[config.mk]
export PLATFORM = sky130hd
export DESIGN_NAME = uart_top
export DESIGN_NICKNAME = d
export VERILOG_FILES = /design/src/rtl/uart_top.sv
export SDC_FILE = /design/constraint.sdc
export NUM_CORES = 1
export LEC_CHECK = 0
export CAP_MARGIN = 20
export CORE_ASPECT_RATIO = 2
export CORE_MARGIN = 5
export CORE_UTILIZATION = 45
export CTS_BUF_LIST = sky130_fd_sc_hd__clkbuf_8
export CTS_CLUSTER_DIAMETER = 200
export DETAILED_ROUTE_END_ITERATION = 7
export HOLD_SLACK_MARGIN = 0.08
export RECOVER_POWER = 25
export SLEW_MARGIN = 10
export SYNTH_ARGS = -nofsm -noshare
export SYNTH_HDL_FRONTEND = slang
export SYNTH_SLANG_ARGS = --single-unit
export TNS_END_PERCENT = 1
[constraint.sdc]
create_clock -name hwclk -period 3.2 [get_ports hwclk]
set_clock_uncertainty 0.1 [all_clocks]
set_input_delay 0.48 -clock hwclk [delete_from_list [all_inputs] [get_ports hwclk]]
set_output_delay 0.48 -clock hwclk [all_outputs]
set_load 0.01 [all_outputs]
[src/rtl/uart_top.sv]
// Button-triggered UART greeter: a btn rising edge sends "Hello\r\n" as 8N1 frames on tx.
// tx falls 3 clocks after btn is first sampled high; triggers are dropped (not queued) while busy.
module uart_top #(
  parameter int CLK_FREQ = 12000000,
  parameter int BAUD     = 115200
) (
  input  logic hwclk,
  input  logic rst_n,
  input  logic btn,
  output logic tx,
  output logic led
);

  localparam int CPB = CLK_FREQ / BAUD;
  localparam int CW  = (CPB > 1) ? $clog2(CPB) : 1;
  localparam logic [CW-1:0] BAUD_LAST = CW'(CPB - 1);
  localparam logic [2:0]    LAST_IDX  = 3'd6;

  typedef enum logic [1:0] {TX_IDLE, TX_START, TX_DATA, TX_STOP} tx_state_t;
  typedef enum logic [1:0] {SQ_IDLE, SQ_SEND, SQ_WAIT} sq_state_t;

  function automatic logic [7:0] msg_byte(input logic [2:0] idx);
    case (idx)
      3'd0:    msg_byte = 8'h48;
      3'd1:    msg_byte = 8'h65;
      3'd2:    msg_byte = 8'h6C;
      3'd3:    msg_byte = 8'h6C;
      3'd4:    msg_byte = 8'h6F;
      3'd5:    msg_byte = 8'h0D;
      default: msg_byte = 8'h0A;
    endcase
  endfunction

  // Button synchronizer and rising-edge detector
  logic sync1_q, sync2_q, prev_q;
  logic trig;

  always_ff @(posedge hwclk or negedge rst_n) begin
    if (!rst_n) begin
      sync1_q <= 1'b0;
      sync2_q <= 1'b0;
      prev_q  <= 1'b0;
    end else begin
      sync1_q <= btn;
      sync2_q <= sync1_q;
      prev_q  <= sync2_q;
    end
  end

  assign trig = sync2_q & ~prev_q;

  // Sequencer-to-transmitter handshake
  tx_state_t      tx_state_q;
  sq_state_t      sq_state_q;
  logic [CW-1:0]  baud_q;
  logic [2:0]     bit_q;
  logic [7:0]     shift_q;
  logic           tx_q;
  logic           byte_vld_q;
  logic [7:0]     byte_dat_q;
  logic [2:0]     idx_q;
  logic           led_q;
  logic           tx_rdy;
  logic           byte_acc;
  logic           baud_last;
  logic           byte_done;

  assign tx_rdy    = (tx_state_q == TX_IDLE);
  assign byte_acc  = byte_vld_q & tx_rdy;
  assign baud_last = (baud_q == BAUD_LAST);
  assign byte_done = (tx_state_q == TX_STOP) & baud_last;

  always_ff @(posedge hwclk or negedge rst_n) begin
    if (!rst_n) begin
      tx_state_q <= TX_IDLE;
      baud_q     <= '0;
      bit_q      <= 3'd0;
      shift_q    <= 8'h00;
      tx_q       <= 1'b1;
    end else begin
      case (tx_state_q)
        TX_IDLE: begin
          tx_q   <= 1'b1;
          baud_q <= '0;
          bit_q  <= 3'd0;
          if (byte_vld_q) begin
            shift_q    <= byte_dat_q;
            tx_q       <= 1'b0;
            tx_state_q <= TX_START;
          end
        end
        TX_START: begin
          if (baud_last) begin
            baud_q     <= '0;
            tx_q       <= shift_q[0];
            tx_state_q <= TX_DATA;
          end else begin
            baud_q <= baud_q + CW'(1);
          end
        end
        TX_DATA: begin
          if (baud_last) begin
            baud_q <= '0;
            if (bit_q == 3'd7) begin
              bit_q      <= 3'd0;
              tx_q       <= 1'b1;
              tx_state_q <= TX_STOP;
            end else begin
              // Shift register keeps the next bit at position 1
              bit_q   <= bit_q + 3'd1;
              tx_q    <= shift_q[1];
              shift_q <= {1'b0, shift_q[7:1]};
            end
          end else begin
            baud_q <= baud_q + CW'(1);
          end
        end
        TX_STOP: begin
          tx_q <= 1'b1;
          if (baud_last) begin
            baud_q     <= '0;
            tx_state_q <= TX_IDLE;
          end else begin
            baud_q <= baud_q + CW'(1);
          end
        end
        default: begin
          tx_q       <= 1'b1;
          baud_q     <= '0;
          tx_state_q <= TX_IDLE;
        end
      endcase
    end
  end

  always_ff @(posedge hwclk or negedge rst_n) begin
    if (!rst_n) begin
      sq_state_q <= SQ_IDLE;
      idx_q      <= 3'd0;
      byte_vld_q <= 1'b0;
      byte_dat_q <= 8'h00;
      led_q      <= 1'b0;
    end else begin
      case (sq_state_q)
        SQ_IDLE: begin
          if (trig) begin
            idx_q      <= 3'd0;
            byte_dat_q <= msg_byte(3'd0);
            byte_vld_q <= 1'b1;
            sq_state_q <= SQ_SEND;
          end
        end
        SQ_SEND: begin
          if (byte_acc) begin
            byte_vld_q <= 1'b0;
            sq_state_q <= SQ_WAIT;
            if (idx_q == 3'd0) led_q <= 1'b1;
          end
        end
        SQ_WAIT: begin
          // led drops on the same edge the final stop bit ends
          if (byte_done) begin
            if (idx_q == LAST_IDX) begin
              idx_q      <= 3'd0;
              led_q      <= 1'b0;
              sq_state_q <= SQ_IDLE;
            end else begin
              idx_q      <= idx_q + 3'd1;
              byte_dat_q <= msg_byte(idx_q + 3'd1);
              byte_vld_q <= 1'b1;
              sq_state_q <= SQ_SEND;
            end
          end
        end
        default: begin
          byte_vld_q <= 1'b0;
          led_q      <= 1'b0;
          sq_state_q <= SQ_IDLE;
        end
      endcase
    end
  end

  assign tx  = tx_q;
  assign led = led_q;

endmodule

==> results of run 1 <==
worst max-delay path by stage:
stage | start | end | slack [ps]
after floorplan | baud_q[0] | byte_dat_q[3] | 1010
after global placement | baud_q[0] | byte_dat_q[1] | 1070
after detailed placement | baud_q[0] | byte_dat_q[6] | 990
after CTS | baud_q[0] | byte_dat_q[6] | 980
after global routing | tx_state_q[0] | shift_q[1] | 820
final | baud_q[0] | byte_dat_q[6] | 980
synthesized netlist by cell type (3+ instances only):
master / count / share of area [%]
o221a_2: 5 / 2.9
a21oi_1: 7 / 1.8
clkbuf_1: 5 / 0.98
buf_6: 3 / 1.8
inv_1: 6 / 1.2
nor3_1: 5 / 1.3
o21ai_0: 9 / 2.4
dfrtp_1: 35 / 46
or3_1: 5 / 1.6
nor2_1: 12 / 2.4
nand2_1: 12 / 2.4
ha_1: 10 / 6.5
nand2b_1: 3 / 0.98
nor2b_1: 3 / 0.98
mux2_2: 5 / 2.9
nor3b_1: 4 / 1.6
nand3_1: 5 / 1.3
area by class of cell:
class                   instances  area [sq um]  area share (%)
well taps                      52          65.1            3.16
flip-flops and latches         36           902            43.7
multi-input cells             128           935            45.3
clock buffers                   6          82.6            4.00
repair buffers                  5          47.5            2.31
clock inverters                 2          7.51           0.364
inverters                       6          22.5            1.09
stage by stage:
step                instance area (sq um)  hold slack (ps)  util (%)
finish                               2060              257      49.9
global route                         2060              281      49.9
CTS                                  2060              263      49.9
detailed placement                   1970              237      47.8
global placement                     1970              240      47.8
floorplan                            1920             84.4         -
state kept, by name, summed over array words and instances (netlist names), 2 cells and up:
register    cells
byte_dat_q      6
baud_q          7
bit_q           3
shift_q         7
tx_state_q      2
idx_q           3
sq_state_q      2
where the power goes:
part	switching (mW)	leakage [nW]	internal, mW
Clock	0.151	0.0538	0.169
Sequential	0.118	0.453	0.580
Combinational	0.302	0.421	0.290
Total	0.571	0.928	1.04
layer usage:
metal / vias to the layer above / GRT usage [%] / routed length, um
met5: - / 0 / 0
met4: 0 / 8.59 / 136
met3: 12 / 3.29 / 121
met2: 35 / 29.6 / 2220
met1: 685 / 16.9 / 1510
li1: 650 / - / -
worst max-delay path: stages, from the launching register on:
cell and delay (ps):
dfrtp_1 370, ha_1 250, nand3_2 220, or4_4 660
and2_4 200, mux2_4 300
cell families (layout without fill, tap and decap cells):
kind of cell               Yosys count  count (layout)  share of synthesized area, %
buffers and inverters               15              19                          4.11
AOI/OAI and AO/OA                   38              38                          14.5
muxes                                9               9                          5.55
DFF                                 36              36                          47.1
xor gates and xnor gates             4               4                          1.83
adders and majority gates           11              11                          7.05
and+or+nand+nor                     66              66                          19.9
==> out/qor.csv, run 1 <==
metric,value,unit
outcome,finished clean,
rsz0062_at_grt,false,
numPortBuffers,4,
finalPower,1.61,mW
required,3270,ps
die_w,56.1,um
crit_type,reg -> reg,
insertion_delay,280,ps
cts_setup_buffers,0,
synth_edf_count,0,
layout_setup_ws,983,ps
row_count,33,
r2r-end,byte_dat_q[6],
htree_levels,2,
ir_drop,0.396,mV
n_fill_cell,392,
gp_congestion,0.847,
num_io_pins,5,
grt_pass1_wl,7.08,mm
setup-violations-final,0,
cp-start-kind,flip-flop,
grt_use_total,16.1,%
max-clock-path-buffers,2,
clock_sinks,36,
syn_inst,179,
worstPathMaxFanout,10,
grt_pass1_vias,1490,
slew_headroom,58.9,%
min_delay_path_depth,0,
clk_pin_slew,70,ps
wl_per_cell,17.0,um
powerDensity,781,nW/um^2
max_freq,451,MHz
final_layout_size_suffix_gt1_share,15.8,%
cts-root-buf,clkbuf_8,
first_pass_iters,4,
dieHeight,102,um
critPathArrivalTime,2280,ps
rrSetupSlack,980,ps
finalSetupTns,0,ps
hold_viol,0,
reg2reg_from,baud_q[0],
worst_slew_pin_slew,602,ps
final_cells,235,
maxCapViolCount,0,
hp-class,reg -> reg,
yosysWarnings,0,
gr-total-overflow,0,
hold_path_end,sync2_q,
dp_slack,991,ps
p_leak,0.928,nW
syn_avg_cell_area,10.7,sq um
start_util,46.4,%
place_hpwl,2.99,mm
core_area,4130,sq um
antenna_found_initial,0,
num_antenna_cells,0,
r2r_cells,5,
ant_nets,0,
ys.flop_type,dfrtp_1,
wl,3.98,mm
die-area,5740,sq um
cts_tree,yes,
ys_types,51,
placed_cells,227,
initialDrtViolationCount,37,
grt_max_degree,37,
min_from,sync1_q,
synth_seq_cells,36,
synth_seq_area_share,47.1,%
hold_buffers,0,
cts_resized,0,
min_period,2220,ps
cts_buffers,5,
nNetsFinal,195,
layout_commonest_cell,dfrtp_1,
cp-end-kind,flip-flop,
maxSlewViolCount,0,
syn_nets,192,
synthArstFlopShare,100,%
synth.cell_area,1920,sq um
routed_via_density,5.88,
period_share,69.3,%
vias,1382,
area_delta_synth_final,7.64,%
drc_errors,0,
final_cell_mix,"dfrtp_1, nor2_1, nand2_1, ha_1, o21ai_0",
Power figures use the tool's default switching activity.
==> inputs of run 2 (changes only) <==
==> constraint.sdc (replaced) <==
create_clock -name hwclk -period 2.3 [get_ports hwclk]
set_clock_uncertainty 0.1 [all_clocks]
set_input_delay 0.345 -clock hwclk [delete_from_list [all_inputs] [get_ports hwclk]]
set_output_delay 0.345 -clock hwclk [all_outputs]
set_load 0.01 [all_outputs]
==> out/qor.csv, run 2 (synthesized netlist as in run 1, its figures left out) <==
metric,value,unit
routed_via_density,5.76,
setup-violations-final,0,
vias,1387,
num_io_pins,5,
hold_viol,0,
ir_drop,0.605,mV
max-clock-path-buffers,2,
grt_pass1_wl,6.82,mm
wl,3.88,mm
top_layer_used,met4,
drc_errors,0,
max_freq,485,MHz
maxSlewViolCount,0,
cp-end-kind,flip-flop,
area_delta_synth_final,9.86,%
p_comb_share,37.2,%
gr-total-overflow,0,
pwr-share-clk,19.6,%
maxCapViolCount,0,
rsz0062_at_grt,false,
gp_congestion,0.815,
fin_util,51.0,%
hold_buffers,0,
p_leak,0.957,nW
dieHeight,102,um
htree_levels,2,
initialDrtViolationCount,34,
min_delay_path_depth,0,
die-area,5740,sq um
num_antenna_cells,0,
n_fill_cell,378,
outcome,finished clean,
slew_headroom,40.2,%
critPathArrivalTime,2180,ps
powerDensity,1070,nW/um^2
hp-class,reg -> reg,
intPower,1.47,mW
cts-root-buf,clkbuf_8,
finalSetupTns,0,ps
antenna_found_initial,0,
cts_tree,yes,
p_seq_share,43.2,%
grt_pass1_vias,1470,
r2r_cells,4,
core_area,4130,sq um
period_share,89.6,%
worstPathMaxFanout,9,
cts_resized,0,
critPathSlowestCell,or3b_2,
start_util,46.4,%
ant_nets,0,
wl_per_cell,16.1,um
final_layout_size_suffix_gt1_share,18.5,%
crit_path_cell_trace,or3b_2 > nor4_2 > or3_1 > o221a_2,
wl_met3,95,um
required,2420,ps
rrSetupSlack,240,ps
grt_use_total,15.2,%
met2WireLength,2.09,mm
final_cell_mix,"dfrtp_1, nor2_1, nand2_1, ha_1, o21ai_0",
hold_path_end,sync2_q,
critPathMaxStageDelay,570,ps
min_period,2060,ps
swShare,34.7,%
m1WireLength,1.56,mm
worst_slew_pin_slew,897,ps
cp-start-kind,flip-flop,
die_w,56.1,um
row_count,33,
top_regs,"baud_q (7), shift_q (7), byte_dat_q (6)",
r2r-end,shift_q[2],
numPortBuffers,4,
first_pass_iters,4,
crit_type,reg -> reg,
min_from,sync1_q,
clock_sinks,36,
cts_buffers,5,
place_hpwl,2.92,mm
insertion_delay,280,ps
clk_pin_slew,70,ps
layout_commonest_cell,dfrtp_1,
reg2reg_from,baud_q[3],
nNetsFinal,201,
p_switching,0.782,mW
grt_max_degree,37,
cts_setup_buffers,0,
[run 2: cell types whose count changed in the layout (fill, tap and decap cells not counted)]
cell,change
buf_4,+5
clkbuf_2,+1
[run 2: power groups by stage]
stage / Sequential (mW) / Combinational, mW / Clock (mW)
after global placement: 0.969 / 0.811 / 0
final: 0.976 / 0.839 / 0.442
after global routing: 0.990 / 0.938 / 0.484
after detailed placement: 0.978 / 0.849 / 0
after CTS: 0.970 / 0.849 / 0.460
after floorplan: 0.926 / 0.660 / 0
[run 2: how the worst max path moves through the flow]
stage | from | depth (start not counted) | slack [ps] | end
3_5_place_dp | baud_q[3] | 4 | 250 | shift_q[5]
6_report | baud_q[3] | 4 | 240 | shift_q[2]
2_1_floorplan | baud_q[0] | 7 | 110 | byte_dat_q[3]
4_1_cts | baud_q[3] | 4 | 230 | shift_q[2]
5_1_grt | baud_q[3] | 4 | 100 | shift_q[5]
3_3_place_gp | tx_state_q[1] | 5 | 270 | byte_dat_q[3]
[run 2: routing by layer]
metal | vias to the layer above | GRT usage [%]
li1 | 660 | -
met1 | 687 | 16.3
met2 | 28 | 27.6
met3 | 12 | 2.91
met4 | 0 | 8.78
met5 | - | 0
[run 2: cell type report]
cell class,count,area [sq um],area share (%)
clock buffers,6,82.6,3.92
clock inverters,2,7.51,0.357
inverters,6,22.5,1.07
multi-input cells,128,935,44.4
flip-flops and latches,36,902,42.9
well taps,52,65.1,3.09
repair buffers,11,90.1,4.28
[run 2: through the flow]
step                      cells  power (mW)  instance area [sq um]  hold slack [ps]  worst slack [ps]
final                       241        2.26                   2100              271               239
after global routing        241        2.41                   2100              297               103
after CTS                   241        2.28                   2110              279               227
after detailed placement    233        1.83                   2020              250               252
after global placement      233        1.78                   2020              246               270
after floorplan             179        1.59                   1920            -50.6               114
[run 2: worst max-delay path: cells and delay by family, from the launching register on]
| kind | cells | cell delay, ps |
|---|---|---|
| compound gates | 1 | 170 |
| simple gates | 3 | 1270 |
| flops | 1 | 470 |
==> inputs of run 3 (changes only) <==
==> constraint.sdc (replaced) <==
create_clock -name hwclk -period 1.9 [get_ports hwclk]
set_clock_uncertainty 0.1 [all_clocks]
set_input_delay 0.285 -clock hwclk [delete_from_list [all_inputs] [get_ports hwclk]]
set_output_delay 0.285 -clock hwclk [all_outputs]
set_load 0.01 [all_outputs]
==> out/qor.csv, run 3 (synthesized netlist as in run 1, its figures left out) <==
metric,value,unit
max_freq,521,MHz
setup-violations-final,4,
cp-end-kind,flip-flop,
fin_util,58.0,%
p_switching,1.11,mW
period_share,101,%
final_cells,264,
clk_pin_slew,60,ps
reg2reg_from,tx_state_q[1],
clock_sinks,36,
setup.worst_path.start,tx_state_q[1],
layout_commonest_cell,dfrtp_1,
routed_via_density,5.75,
cp-start-kind,flip-flop,
wl,4.27,mm
critPathSlowestCell,or4_4,
final_layout_size_suffix_gt1_share,34.4,%
start_util,46.4,%
cpLargestDelayFamily,simple AND/OR/NAND/NOR gates,
dieHeight,102,um
slew_headroom,40.9,%
initialDrtViolationCount,25,
area_delta_synth_final,25.0,%
numPortBuffers,4,
vias,1517,
critPathArrivalTime,1990,ps
place_hpwl,3.22,mm
die_w,56.1,um
worstPathMaxFanout,6,
ir_drop,0.671,mV
cts_buffers,5,
crit_path_cell_trace,ha_4 > nand4bb_4 > or4_4 > and2_4 > mux2_4,
drc_errors,0,
p_leak,1.10,nW
crit_buf_inv,0,
core_area,4130,sq um
hp-class,reg -> reg,
maxSlewViolCount,0,
maxCapViolCount,0,
p_comb_share,46.9,%
layout_setup_ws,-20.9,ps
num_io_pins,5,
final_cell_mix,"dfrtp_1, buf_4, nor2_1, nand2_1, o21ai_0",
powerDensity,1300,nW/um^2
min_period,1920,ps
rrSetupSlack,-20,ps
crit_type,reg -> reg,
max-clock-path-buffers,2,
die-area,5740,sq um
r2r_cells,5,
htree_levels,2,
n_fill_cell,376,
min_delay_path_depth,0,
row_count,33,
nNetsFinal,225,
top_regs,"baud_q (7), shift_q (7), byte_dat_q (6)",
swShare,35.8,%
wl_per_cell,16.2,um
cts_tree,yes,
gp_congestion,0.784,
num_antenna_cells,0,
rsz0062_at_grt,true,
grt_use_total,17.4,%
outcome,"finished, violations left",
ant_nets,0,
intPower,2.00,mW
required,1970,ps
grt_pass1_vias,1693,
antenna_found_initial,0,
r2r-end,byte_dat_q[3],
gr-total-overflow,0,
placed_cells,255,
critPathMaxStageDelay,500,ps
crit_end,byte_dat_q[3],
worst_slew_pin_slew,886,ps
first_pass_iters,4,
grt_pass1_wl,7.85,mm
p_seq_share,37.1,%
violations,setup timing,
insertion_delay,290,ps
pwr-share-clk,16.0,%
grt_max_degree,37,
hold_viol,0,
cts-root-buf,clkbuf_8,
cp.depth,5,
-- run 3: cell types whose count changed in the layout (fill, tap and decap cells not counted), moves of 2 or more --
cell,before,now
ha_1,10,5
buf_4,6,29
inv_2,0,2
inv_1,8,5
ha_2,0,2
ha_4,0,3
-- run 3: repair_timing --
| action | CTS | global route |
|---|---|---|
| pin swaps | 0 | 2 |
| setup endpoints to repair | 13 | 17 |
| setup buffers | 0 | 1 |
| hold buffers | 1 | 0 |
| hold endpoints to repair | 35 | 0 |
| gates resized for setup | 8 | 13 |
-- run 3: cell type report --
type                       count  area [sq um]  share of cell area [%]
multi-input combinational    128          1060                    44.2
clock buffer                   5          68.8                    2.87
inverter                       6          22.5                   0.940
tap                           52          65.1                    2.72
clock inverter                 2          8.76                   0.366
sequential                    36           903                    37.7
timing repair buffer          35           268                    11.2
-- run 3: power by group through the flow --
stage               Sequential [mW]  Clock [mW]  Combinational, mW
floorplan                      1.13           0              0.814
global placement               1.12           0               1.27
detailed placement             1.14           0               1.31
CTS                            1.14       0.518               1.38
global route                   1.18       0.552               1.63
finish                         1.16       0.497               1.46
-- run 3: through the flow --
step	area (sq um)	power (mW)	worst slack, ps	hold slack (ps)	setup TNS [ps]
2_1_floorplan	1940	1.95	-195	-111	-768
3_3_place_gp	2200	2.39	-34.3	236	-99.1
3_5_place_dp	2200	2.45	-56.0	240	-298
4_1_cts	2320	3.04	-52.1	256	-217
5_1_grt	2390	3.36	-67.5	280	-340
6_report	2390	3.12	-20.9	251	-52.8
-- run 3: how the worst min path moves through the flow --
stage          startpoint        end  slack [ps]
3_5_place_dp      sync1_q    sync2_q         240
2_1_floorplan       rst_n  baud_q[0]        -110
6_report          sync1_q    sync2_q         250
4_1_cts           sync1_q    sync2_q         260
5_1_grt           sync1_q    sync2_q         280
3_3_place_gp      sync1_q    sync2_q         240
-- run 3: routing by layer --
metal / global-route usage [%] / wire [um]
met3: 2.91 / 86
met2: 32.3 / 2470
met1: 18.4 / 1560
met5: 0 / 0
met4: 9.51 / 154
-- run 3: worst register-to-register path: cells and delay by family, from the launching register on --
family,cells,cell delay [ps]
and+or+nand+nor,3,820
muxes,1,290
adders and majority gates,1,180
DFF,1,420
